$ cat config.mk
export PLATFORM = sky130hd
export DESIGN_NAME = spi_peripheral_flat
export DESIGN_NICKNAME = d
export VERILOG_FILES = /design/src/rtl/spi_peripheral_if.sv /design/src/rtl/spi_peripheral.sv /design/src/flat_wrapper.sv
export SDC_FILE = /design/constraint.sdc
export NUM_CORES = 1
export LEC_CHECK = 0
export ABC_AREA = 0
export CAP_MARGIN = 20
export CELL_PAD_IN_SITES_DETAIL_PLACEMENT = 0
export CELL_PAD_IN_SITES_GLOBAL_PLACEMENT = 1
export CORE_MARGIN = 2
export CORE_UTILIZATION = 47
export DETAILED_ROUTE_END_ITERATION = 6
export HOLD_SLACK_MARGIN = 0.06
export PLACE_DENSITY_LB_ADDON = 0.3
export SYNTH_ARGS = -nofsm -noshare
export SYNTH_HDL_FRONTEND = slang
export SYNTH_SLANG_ARGS = --single-unit
export TNS_END_PERCENT = 50
$ cat constraint.sdc
create_clock -name i_clk -period 4.22 [get_ports i_clk]
set_input_delay 0.422 -clock i_clk [delete_from_list [all_inputs] [get_ports i_clk]]
set_output_delay 0.422 -clock i_clk [all_outputs]
set_load 0.03 [all_outputs]
$ cat src/rtl/spi_peripheral_if.sv
// Parallel-side handshake and SPI pin bundle for spi_peripheral.
// The slave modport is the peripheral's view; master is the driving environment.
interface spi_peripheral_if;
  logic [1:0] i_spi_mode;
  logic [7:0] i_tx;
  logic       i_tx_valid;
  logic       o_tx_ready;
  logic [7:0] o_rx;
  logic       o_rx_valid;
  logic       o_underrun;
  logic       o_busy;
  logic       i_sclk;
  logic       i_cs_n;
  logic       i_copi;
  logic       o_cipo;
  logic       o_cipo_oe;

  modport slave (
    input  i_spi_mode, i_tx, i_tx_valid, i_sclk, i_cs_n, i_copi,
    output o_tx_ready, o_rx, o_rx_valid, o_underrun, o_busy, o_cipo, o_cipo_oe
  );

  modport master (
    output i_spi_mode, i_tx, i_tx_valid, i_sclk, i_cs_n, i_copi,
    input  o_tx_ready, o_rx, o_rx_valid, o_underrun, o_busy, o_cipo, o_cipo_oe
  );
endinterface

$ cat src/rtl/spi_peripheral.sv
// 8-bit SPI responder, all four modes, MSB first, oversampled on i_clk.
// One-deep TX holding register in front of the shifter; RX byte strobed on completion.
module spi_peripheral #(
  parameter int unsigned SYNC_STAGES = 2
) (
  input  logic            i_clk,
  input  logic            i_rst,
  spi_peripheral_if.slave bus
);

  typedef enum logic [0:0] {StIdle, StActive} state_e;

  state_e r_state, w_state_next;

  logic [SYNC_STAGES-1:0] r_sclk_sync, r_cs_sync, r_copi_sync;
  logic                   r_sclk_d, r_cs_d;
  logic [1:0]             r_mode;
  logic [2:0]             r_bit_cnt;
  logic [7:0]             r_tx_shift, r_rx_shift, r_hold, r_rx;
  logic                   r_hold_full, r_rx_valid, r_underrun;

  logic w_sclk, w_cs_n, w_copi;
  logic w_sclk_rise, w_sclk_fall, w_lead, w_trail;
  logic w_sample_edge, w_shift_edge, w_cs_fall, w_cs_rise;
  logic w_start, w_load, w_shift, w_sample, w_wr;

  // cs_n synchronizer resets to deasserted so reset release never looks like a frame start
  always_ff @(posedge i_clk or posedge i_rst) begin
    if (i_rst) begin
      r_sclk_sync <= '0;
      r_cs_sync   <= '1;
      r_copi_sync <= '0;
      r_sclk_d    <= 1'b0;
      r_cs_d      <= 1'b1;
    end else begin
      r_sclk_sync <= {r_sclk_sync[SYNC_STAGES-2:0], bus.i_sclk};
      r_cs_sync   <= {r_cs_sync[SYNC_STAGES-2:0], bus.i_cs_n};
      r_copi_sync <= {r_copi_sync[SYNC_STAGES-2:0], bus.i_copi};
      r_sclk_d    <= w_sclk;
      r_cs_d      <= w_cs_n;
    end
  end

  assign w_sclk = r_sclk_sync[SYNC_STAGES-1];
  assign w_cs_n = r_cs_sync[SYNC_STAGES-1];
  assign w_copi = r_copi_sync[SYNC_STAGES-1];

  assign w_sclk_rise   = w_sclk & ~r_sclk_d;
  assign w_sclk_fall   = ~w_sclk & r_sclk_d;
  assign w_lead        = r_mode[1] ? w_sclk_fall : w_sclk_rise;
  assign w_trail       = r_mode[1] ? w_sclk_rise : w_sclk_fall;
  assign w_sample_edge = r_mode[0] ? w_trail : w_lead;
  assign w_shift_edge  = r_mode[0] ? w_lead : w_trail;
  assign w_cs_fall     = r_cs_d & ~w_cs_n;
  assign w_cs_rise     = ~r_cs_d & w_cs_n;
  assign w_wr          = bus.i_tx_valid & ~r_hold_full;

  always_ff @(posedge i_clk or posedge i_rst) begin
    if (i_rst) begin
      r_state <= StIdle;
    end else begin
      r_state <= w_state_next;
    end
  end

  always_comb begin
    w_state_next = r_state;
    w_start      = 1'b0;
    w_load       = 1'b0;
    w_shift      = 1'b0;
    w_sample     = 1'b0;
    unique case (r_state)
      StIdle: begin
        if (w_cs_fall) begin
          w_state_next = StActive;
          w_start      = 1'b1;
          w_load       = ~bus.i_spi_mode[0];
        end
      end
      StActive: begin
        if (w_cs_rise) begin
          w_state_next = StIdle;
        end else begin
          // bit_cnt==0 on a shift edge marks a byte boundary in either phase
          if (w_shift_edge) begin
            w_load  = (r_bit_cnt == 3'd0);
            w_shift = (r_bit_cnt != 3'd0);
          end
          w_sample = w_sample_edge;
        end
      end
      default: w_state_next = StIdle;
    endcase
  end

  always_ff @(posedge i_clk or posedge i_rst) begin
    if (i_rst) begin
      r_mode      <= 2'b00;
      r_bit_cnt   <= 3'd0;
      r_tx_shift  <= 8'h00;
      r_rx_shift  <= 8'h00;
      r_hold      <= 8'h00;
      r_hold_full <= 1'b0;
      r_rx        <= 8'h00;
      r_rx_valid  <= 1'b0;
      r_underrun  <= 1'b0;
    end else begin
      r_rx_valid <= 1'b0;
      r_underrun <= 1'b0;
      if (w_start) begin
        r_mode    <= bus.i_spi_mode;
        r_bit_cnt <= 3'd0;
        r_tx_shift <= 8'h00;
      end
      if (w_load) begin
        if (r_hold_full) begin
          r_tx_shift  <= r_hold;
          r_hold_full <= 1'b0;
        end else begin
          r_tx_shift <= 8'hFF;
          r_underrun <= 1'b1;
        end
      end else if (w_shift) begin
        r_tx_shift <= {r_tx_shift[6:0], 1'b0};
      end
      if (w_sample) begin
        r_rx_shift <= {r_rx_shift[6:0], w_copi};
        r_bit_cnt  <= r_bit_cnt + 3'd1;
        if (r_bit_cnt == 3'd7) begin
          r_rx       <= {r_rx_shift[6:0], w_copi};
          r_rx_valid <= 1'b1;
        end
      end
      // A write only lands when hold is empty, so it never collides with a consuming LOAD
      if (w_wr) begin
        r_hold      <= bus.i_tx;
        r_hold_full <= 1'b1;
      end
    end
  end

  assign bus.o_tx_ready = ~r_hold_full;
  assign bus.o_rx       = r_rx;
  assign bus.o_rx_valid = r_rx_valid;
  assign bus.o_underrun = r_underrun;
  assign bus.o_busy     = (r_state == StActive);
  assign bus.o_cipo_oe  = (r_state == StActive);
  assign bus.o_cipo     = (r_state == StActive) & r_tx_shift[7];

endmodule

$ cat src/flat_wrapper.sv
// flat-port wrapper written by rule: the top's interface ports become plain ports
module spi_peripheral_flat 
#(
  parameter int unsigned SYNC_STAGES = 2
)
  (i_clk, i_rst, bus_i_spi_mode, bus_i_tx, bus_i_tx_valid, bus_i_sclk, bus_i_cs_n, bus_i_copi, bus_o_tx_ready, bus_o_rx, bus_o_rx_valid, bus_o_underrun, bus_o_busy, bus_o_cipo, bus_o_cipo_oe);
  spi_peripheral_if bus_i ();
  input  logic i_clk;
  input  logic i_rst;
  input wire logic [$bits(bus_i.i_spi_mode)-1:0] bus_i_spi_mode;
  input wire logic [$bits(bus_i.i_tx)-1:0] bus_i_tx;
  input wire logic [$bits(bus_i.i_tx_valid)-1:0] bus_i_tx_valid;
  input wire logic [$bits(bus_i.i_sclk)-1:0] bus_i_sclk;
  input wire logic [$bits(bus_i.i_cs_n)-1:0] bus_i_cs_n;
  input wire logic [$bits(bus_i.i_copi)-1:0] bus_i_copi;
  output wire logic [$bits(bus_i.o_tx_ready)-1:0] bus_o_tx_ready;
  output wire logic [$bits(bus_i.o_rx)-1:0] bus_o_rx;
  output wire logic [$bits(bus_i.o_rx_valid)-1:0] bus_o_rx_valid;
  output wire logic [$bits(bus_i.o_underrun)-1:0] bus_o_underrun;
  output wire logic [$bits(bus_i.o_busy)-1:0] bus_o_busy;
  output wire logic [$bits(bus_i.o_cipo)-1:0] bus_o_cipo;
  output wire logic [$bits(bus_i.o_cipo_oe)-1:0] bus_o_cipo_oe;
  assign bus_i.i_spi_mode = bus_i_spi_mode;
  assign bus_i.i_tx = bus_i_tx;
  assign bus_i.i_tx_valid = bus_i_tx_valid;
  assign bus_i.i_sclk = bus_i_sclk;
  assign bus_i.i_cs_n = bus_i_cs_n;
  assign bus_i.i_copi = bus_i_copi;
  assign bus_o_tx_ready = bus_i.o_tx_ready;
  assign bus_o_rx = bus_i.o_rx;
  assign bus_o_rx_valid = bus_i.o_rx_valid;
  assign bus_o_underrun = bus_i.o_underrun;
  assign bus_o_busy = bus_i.o_busy;
  assign bus_o_cipo = bus_i.o_cipo;
  assign bus_o_cipo_oe = bus_i.o_cipo_oe;
  spi_peripheral #(.SYNC_STAGES(SYNC_STAGES)) u_core (.i_clk(i_clk), .i_rst(i_rst), .bus(bus_i));
endmodule
==> results of run 1 <==
-- cell type report --
| type | instances | share of cell area (%) |
|---|---|---|
| well taps | 52 | 2.56 |
| clock inverters | 2 | 0.591 |
| repair buffers | 30 | 12.5 |
| clock buffers | 6 | 3.25 |
| flip-flops and latches | 48 | 47.4 |
| multi-input cells | 102 | 33.0 |
| inverters | 5 | 0.738 |
-- flip-flops by register name, indices dropped and copies added, names as in the netlist --
name and count:
u_core.bus.o_busy 1, u_core.bus.o_rx 8, u_core.bus.o_rx_valid 1, u_core.bus.o_underrun 1, u_core.r_bit_cnt 3, u_core.r_copi_sync 2
u_core.r_cs_d 1, u_core.r_cs_sync 2, u_core.r_hold 8, u_core.r_hold_full 1, u_core.r_mode 2, u_core.r_rx_shift 7
u_core.r_sclk_d 1, u_core.r_sclk_sync 2, u_core.r_tx_shift 8
-- logic make-up after synthesis --
group	share of synthesized area, %
multiplexers	15.4
AO/OA/AOI/OAI	9.05
AND/OR/NAND/NOR	12.9
flip-flops	57.4
adder cells (fa/ha/maj)	1.79
XOR/XNOR	0.774
buffers and inverters	2.74
-- through the flow --
step,instances,power [W],hold slack (ns),area [um2],setup WS (ns)
2_1_floorplan,162,0.00103,0.331,2100,2.36
3_3_place_gp,236,0.00112,0.338,2420,2.22
3_5_place_dp,236,0.00115,0.335,2420,2.11
4_1_cts,244,0.00144,0.355,2510,2.08
5_1_grt,245,0.00152,0.366,2540,1.93
6_report,245,0.00143,0.354,2540,2.08
-- synth_stat cells (all sizes together), types with 2 or more instances --
| library cell | n | area [um2] |
|---|---|---|
| dfrtp | 45 | 1130 |
| mux2 | 24 | 297 |
| nor2 | 16 | 60.1 |
| nand2 | 10 | 37.5 |
| a22o | 7 | 61.3 |
| nand3b | 7 | 52.6 |
| o32ai | 7 | 61.3 |
| clkbuf | 4 | 15.0 |
| inv | 4 | 15.0 |
| nand3 | 4 | 25.0 |
| and2 | 3 | 22.5 |
| buf | 3 | 23.8 |
| dfstp | 3 | 78.8 |
| ha | 3 | 37.5 |
| a21oi | 2 | 21.3 |
| mux2i | 2 | 27.5 |
| nand2b | 2 | 12.5 |
| nor2b | 2 | 12.5 |
| o21ai | 2 | 10.0 |
| or2b | 2 | 17.5 |
-- per-layer routing --
metal / GRT usage [%] / share of wire (%)
met5: 0 / 0
met4: 5.03 / 1.3
met3: 4.84 / 4.1
met2: 24.4 / 45
met1: 23.8 / 49
-- power by group through the flow --
| stage | sequential (W) | combinational [W] | clock, W |
|---|---|---|---|
| 2_1_floorplan | 0.000671 | 0.000357 | 0 |
| 3_3_place_gp | 0.000692 | 0.000430 | 0 |
| 3_5_place_dp | 0.000698 | 0.000447 | 0 |
| 4_1_cts | 0.000690 | 0.000449 | 0.000297 |
| 5_1_grt | 0.000708 | 0.000494 | 0.000316 |
| 6_report | 0.000691 | 0.000448 | 0.000287 |
-- worst max-delay path by stage --
stage                     slack (ns)                   end  cells past startpoint
after floorplan                 2.36    u_core.bus.o_rx[6]                      5
after global placement          2.22  u_core.r_tx_shift[7]                      6
after detailed placement        2.11  u_core.r_tx_shift[7]                      6
after CTS                       2.08  u_core.r_tx_shift[7]                      6
after global routing            1.93  u_core.r_tx_shift[7]                      6
final                           2.08  u_core.r_tx_shift[7]                      6
==> impl_results.md, run 1 <==
* VDD IR-drop max at ~0.00032 V
* Final core occ at between 50% and 60%
* Final Critical Period at ~2.1 ns
* Clock power share at 20.1%
* Combinational share of power at 31.4%
* Run status: finished, final reports clean
* Initial core utilization at 48.6%
* Number of global-route vias before repair at 1345
* Sink of the worst hold path: u_core.r_sclk_sync[1]
* Post-synth top flop: dfrtp_1
* Largest net degree at the start of global routing at 49
* Cell area power density at 561 nW/um2
* Worst setup path class: flip-flop to flip-flop
* Worst Max-Slew Pin Slew at 0.731 ns
* Sequential Power Share at 48.4%
* Worst Path Arrival at 2.34 ns
* Syn Area/Cell at 13.0 um2
* Post-synth EDFFs at 0
* DRT iter0 DRCs at 79
* DP HPWL at 2.65 mm
* Drt wl/cell at ~16 um
* Setup slack, reg-to-reg at ~2.1 ns
* Gr ovfl total at 0
* Reg-to-reg endpoint: u_core.r_tx_shift[7]
* Maximum clock rate at ~470 MHz
* Via count at 1350
* Final setup viols at 0
* Design internal power at 0.000955 W
* Clk_skew at roughly 0.0047 ns
* Site row count at 24
* CP Data Required Time at 4.42 ns
* Crit path max-delay family: simple AND/OR/NAND/NOR gates
* Crit Path Max Fanout at 10
* Area of the multi-input gates at 838 um2
* P&R area growth vs syn at 21.0%
* Switching part of the total at 33.0%
* Max cap viols at 0
* Hold_sp: u_core.r_sclk_sync[0]
* Cell Area, Synth at between 2000 and 2500 um2
* FF-to-FF Start: u_core.r_bit_cnt[0]
* Final nets at ~210
* Die area at roughly 5000 um2
* Class of the worst hold path: flip-flop to flip-flop
* Crit end category: flip-flop
* Seq/Total Area, Yosys at 57.4%
* Cts-stage hold buffer count at 0
* Total Wirelength at 3.83 mm
* Die width at 70.9 um
* R2R cell count at 6
* Cell Chain, Critical Path: inv_1 -> ha_1 -> nor2b_1 -> and4_1 -> nand3b_1 -> a22o_1
* # DRC at 0
* Worst-Skew Late Latency at 0.30 ns
* Layout cells sized above 1 at between 20% and 30%
* Vias per cell at ~5.5
* CTS Root Cell: clkbuf_8
* Setup Buffers After CTS at 0
* Die height at 70.9 um
* WHS Path Cells at 0
* Worst path bufs/invs at 1
* Fin. max-slew vios at 0
* # fillers at 365
* Leakage at 1.11 nW
* #FFs+latches synth at 48
* Warning count from the yosys run at 0
* CP Launch Point: u_core.r_bit_cnt[0]
* CTS tree: built
* P_sw at 0.000472 W
* Crit start category: flip-flop
* Antenna diodes at 0
* Commonest non-fill, non-tap cells in the layout: dfrtp_1, clkdlybuf4s50_1, mux2_2
* Cts bufs inserted at 5
* Gr usage total at 16.5%
* Crit-path max cell delay at around 0.59 ns
* Clock sink count at 48
* RSZ-0062 raised after global routing: no
* I/O pin cnt at 30
* Register area at around 1200 um2
* Most common cell after layout, fill and taps aside: dfrtp_1
* Final hold violation count at 0
* Total core area at 4320 um2
* GP Congestion at between 0.8 and 0.9
* Fin crit share at approximately 51%
* Net count after synthesis at 181
* Clock transition at path regs at 0.09 ns
* Setup TNS at 0 ns
* Mapped Cells at 162
* H-Tree Level Count at 2
* Port Buffer Count at 29
* CP max stage cell: nor2b_1
* Clock Path Buffers at 2
* ANT nets after route at 0
* First-pass GRT wire length at 6.57 mm
* Drt first pass iters at 4
* Initial antenna violation count at 0
* Synth cell types at 37
* Post-cts sizing count at 0
* Slew Limit Headroom at 51.1%
* Synth async-reset ratio at 100%
No activity file was read; power rests on OpenSTA's default activity.
==> run 2, diff against run 1 <==
CORE_UTILIZATION = 39   (was 47)
clock period = 1.9 ns   (was 4.22 ns; I/O delays follow)
==> run 2 against run 1 <==
Wire length grew 0.31%. Critical path type unchanged. Largest power group unchanged. Critical endpoint is now u_core.r_rx_shift[2]. First-iteration DRC count grew 18%. Final area grew 4.9%. Clock power grew to 3.5 times the previous value.
==> impl_results.md, run 2 (synthesis results as in run 1) <==
* Run status: finished, final reports clean
* Cell area power density at 1350 nW/um2
* Port Buffer Count at 29
* Fin. max-slew vios at 0
* # fillers at 461
* Leakage at 1.19 nW
* Clk_skew at 0.00772 ns
* DRT met1 WL at 1.78 mm
* Final nets at 217
* Initial antenna violation count at 0
* Die height at just under 80 um
* Gr usage total at 13.9%
* Initial core utilization at 40.9%
* Worst path bufs/invs at 0
* Final Critical Period at 1.80 ns
* Site row count at 26
* Max cap viols at 0
* Gr ovfl total at 0
* H-Tree Level Count at 2
* Clock Path Buffers at 2
* Class of the worst hold path: input port to async pin
* Number of global-route vias before repair at roughly 1.4k
* Worst setup path class: flip-flop to flip-flop
* P_sw at 0.00105 W
* Crit-path max cell delay at 0.42 ns
* Via count at 1372
* VDD IR-drop max at 0.000648 V
* Final hold violation count at 0
* Vias per cell at 5.10
* I/O pin cnt at 30
* Met3 routed WL at 156 um
* GP Congestion at 0.760
* Largest net degree at the start of global routing at 30
* CP Data Required Time at 2.09 ns
* Commonest non-fill, non-tap cells in the layout: dfrtp_1, clkdlybuf4s50_1, mux2_2
* DP HPWL at 2.80 mm
* DRT iter0 DRCs at 93
* Worst Path Arrival at 1.99 ns
* CTS Root Cell: clkbuf_8
* CP max stage cell: dfrtp_1
* Fin crit share at 94.5%
* Most common cell after layout, fill and taps aside: dfrtp_1
* Post-route cell area at 2670 um2
* Cts-stage hold buffer count at 0
* Placed instance area at 2500 um2
* RSZ-0062 raised after global routing: no
* Clock power share at 27.7%
* CTS tree: built
* Maximum clock rate at 557 MHz
* Sequential Power Share at 42.7%
* Combinational share of power at 29.6%
* Slew Limit Headroom at 70.7%
* # DRC at 0
* First-pass GRT wire length at 6.55 mm
* Crit path max-delay family: multiplexers
* Die width at a little under 80 um
* Antenna diodes at 0
* Top Metal Used: met4
* Worst Max-Slew Pin Slew at 0.439 ns
* Design internal power at 0.00253 W
* Total core area at 5140 um2
* Clock transition at path regs at ~0.090 ns
* ANT nets after route at 0
* Crit start category: flip-flop
* Post-cts sizing count at 0
* Setup TNS at 0 ns
* Setup Buffers After CTS at 0
* Die area at 5990 um2
* Drt wl/cell at around 14 um
* Cts bufs inserted at 5
* Crit Path Max Fanout at 10
* Layout cells sized above 1 at 27.1%
* Clock sink count at 48
* Drt first pass iters at 4
* P&R area growth vs syn at 26.9%
* Worst-Skew Late Latency at about 0.3 ns
* Crit end category: flip-flop
* Total Wirelength at 3.84 mm
* Final setup viols at 0
* Cell Chain, Critical Path: xor2_2 -> mux2i_2 -> and2_4 -> mux2_4
* Met2 WL at 1.84 mm
* Switching part of the total at 29.3%
## run 2: final cells by class
cell class | instances | area, um2 | area share [%]
Clock buffer | 5 | 68.8 | 2.58
Clock inverter | 3 | 90.1 | 3.38
Inverter | 5 | 18.8 | 0.704
Multi-Input combinational cell | 102 | 838 | 31.4
Sequential cell | 48 | 1200 | 45.2
Tap cell | 70 | 87.6 | 3.28
Timing Repair Buffer | 36 | 358 | 13.4
## run 2: worst paths after layout
check | start | to | slack [ns] | depth (start not counted)
worst max register to register | u_core.r_mode[1] | u_core.r_rx_shift[2] | 0.10 | 4
worst max-delay path | u_core.r_mode[1] | u_core.r_rx_shift[2] | 0.10 | 4
worst min register to register | u_core.r_sclk_sync[0] | u_core.r_sclk_sync[1] | 0.36 | 0
worst min-delay path | i_rst | u_core.r_rx_shift[0] | 0.20 | 2
max in group asynchronous | i_rst | u_core.r_cs_d | 1.11 | 3
min in group i_clk | bus_i_cs_n | u_core.r_cs_sync[0] | 0.29 | 1
## run 2: per-layer routing
layer | vias to the layer above | track usage [%]
met3 | 7 | 4.07
met1 | 695 | 17.7
met5 | - | 0
met4 | 0 | 5.36
li1 | 642 | -
met2 | 28 | 22.3
## run 2: power groups by stage
stage                     combinational (W)  sequential (W)  clock [W]
final                               0.00106         0.00153   0.000992
after global routing                0.00116         0.00158    0.00106
after CTS                           0.00107         0.00153    0.00102
after detailed placement            0.00106         0.00155          0
after global placement              0.00102         0.00153          0
after floorplan                    0.000794         0.00149          0
## run 2: metrics by stage
stage	setup WS, ns	power (W)	hold WS, ns	util, %	std cells
floorplan	0.0404	0.00228	0.194	-	162
global placement	0.148	0.00256	0.331	48.7	261
detailed placement	0.104	0.00261	0.339	48.7	261
CTS	0.0707	0.00362	0.213	51.8	269
global route	0.00946	0.00380	0.246	51.9	269
finish	0.104	0.00359	0.204	51.9	269
==> run 3, diff against run 2 <==
SETUP_SLACK_MARGIN = 0.02   (was default)
==> run 3 against run 2 <==
Worst setup slack better by 0.0053 ns. Sequential share of layout area is 0.15 points lower. Final cell count stayed put. Critical endpoint unchanged. Via count is 0.36% lower. Final area is 0.33% higher. Largest cell class unchanged. Global-route usage stayed put. Critical path type unchanged.
==> impl_results.md, run 3 (synthesis results as in run 1) <==
* Run status: finished, final reports clean
* Final nets at 217
* Leakage at 1.19 nW
* Setup TNS at 0 ns
* VDD IR-drop max at approximately 0.00065 V
* Cts bufs inserted at 5
* Max cap viols at 0
* Most common cell after layout, fill and taps aside: dfrtp_1
* P&R area growth vs syn at 27.3%
* Total core area at 5140 um2
* ANT nets after route at 0
* Largest net degree at the start of global routing at 30
* Crit start category: flip-flop
* Initial antenna violation count at 0
* Worst-Skew Late Latency at approximately 0.30 ns
* Gr usage total at 13.9%
* Clk_skew at 0.00772 ns
* Crit end category: flip-flop
* Fin. max-slew vios at 0
* Worst path bufs/invs at 0
* CP Data Required Time at 2.09 ns
* Die area at between 5000 and 6000 um2
* GP Congestion at around 0.76
* Via count at 1367
* Clock transition at path regs at roughly 0.09 ns
* # DRC at 0
* Crit-path max cell delay at 0.42 ns
* Site row count at 26
* Clock Path Buffers at 2
* Die height at roughly 77 um
* Setup slack, reg-to-reg at 0.11 ns
* Setup Buffers After CTS at 0
* Antenna diodes at 0
* Layout cells sized above 1 at 27.1%
* Pwr Total at around 0.0036 W
* H-Tree Level Count at 2
* Cell area power density at 1350 nW/um2
* Worst Max-Slew Pin Slew at about 0.44 ns
* Drt first pass iters at 4
* Cell Chain, Critical Path: xor2_2 -> mux2i_4 -> and2_4 -> mux2_4
* Port Buffer Count at 29
* CP max stage cell: dfrtp_1
* DRT iter0 DRCs at 101
* Drt wl/cell at 14.3 um
* Class of the worst hold path: input port to async pin
* DP HPWL at 2.80 mm
* CP Launch Point: u_core.r_mode[1]
* Post-route cell area at between 2000 and 3000 um2
* Final Critical Period at between 1.5 and 2 ns
* Final core occ at a little over half
* First-pass GRT wire length at 6.55 mm
* Die width at roughly 77 um
* CTS tree: built
* Placed instance area at 2500 um2
* Slew Limit Headroom at 70.7%
* Initial core utilization at 40.9%
* FF-to-FF Start: u_core.r_mode[1]
* Fin crit share at 94.3%
* Maximum clock rate at about 560 MHz
* Crit Path Max Fanout at 10
* Number of global-route vias before repair at around 1.4k
* Worst Path Arrival at approximately 2.0 ns
* Crit path max-delay family: multiplexers
* I/O pin cnt at 30
* Final hold violation count at 0
* Gr ovfl total at 0
* RSZ-0062 raised after global routing: no
* Worst setup path class: flip-flop to flip-flop
* Commonest non-fill, non-tap cells in the layout: dfrtp_1, clkdlybuf4s50_1, mux2_2
* Total Wirelength at 3.84 mm
* Final setup viols at 0
* Vias per cell at 5.08
* Clock sink count at 48
* CTS Root Cell: clkbuf_8
## run 3: where the power goes
group	switching, W	internal (W)	total, W	leakage (nW)
registers	0.000219	0.00131	0.00153	0.602
logic	0.000504	0.000570	0.00107	0.512
clock network	0.000334	0.000658	0.000992	0.0784
total	0.00106	0.00254	0.00360	1.19
## run 3: what timing repair did
action | 4_1_cts | 5_1_grt
resized for setup | 0 | 2
setup endpoints to repair | 0 | 5
endpoints found under the hold margin | 0 | 0
hold buffers | 0 | 0
## run 3: path summary, 6_finish.rpt
path	to	cells after the start
setup / recovery	u_core.r_rx_shift[2]	4
hold / removal	u_core.r_rx_shift[0]	2
setup reg to reg	u_core.r_rx_shift[2]	4
hold reg to reg	u_core.r_sclk_sync[1]	0
max in group asynchronous	u_core.r_cs_d	3
min in group i_clk	u_core.r_cs_sync[0]	1
## run 3: cell type report
cell class / count / area (um2)
flip-flops and latches: 48 / 1200
fillers: 461 / 2460
inverters: 5 / 18.8
repair buffers: 36 / 358
clock buffers: 5 / 68.8
multi-input cells: 102 / 847
well taps: 70 / 87.6
clock inverters: 3 / 90.1
## run 3: per-layer routing
metal | routed length (um) | track usage [%] | vias to the layer above
met5 | 0 | 0 | -
li1 | - | - | 642
met3 | 154 | 4.07 | 7
met4 | 53 | 5.36 | 0
met2 | 1840 | 22.3 | 26
met1 | 1790 | 17.7 | 692
## run 3: through the flow
stage / std cells / worst slack [ns] / hold WS [ns]
after floorplan: 162 / 0.0404 / 0.194
after global placement: 261 / 0.148 / 0.331
after detailed placement: 261 / 0.104 / 0.339
after CTS: 269 / 0.0707 / 0.213
after global routing: 269 / 0.0364 / 0.246
final: 269 / 0.109 / 0.204
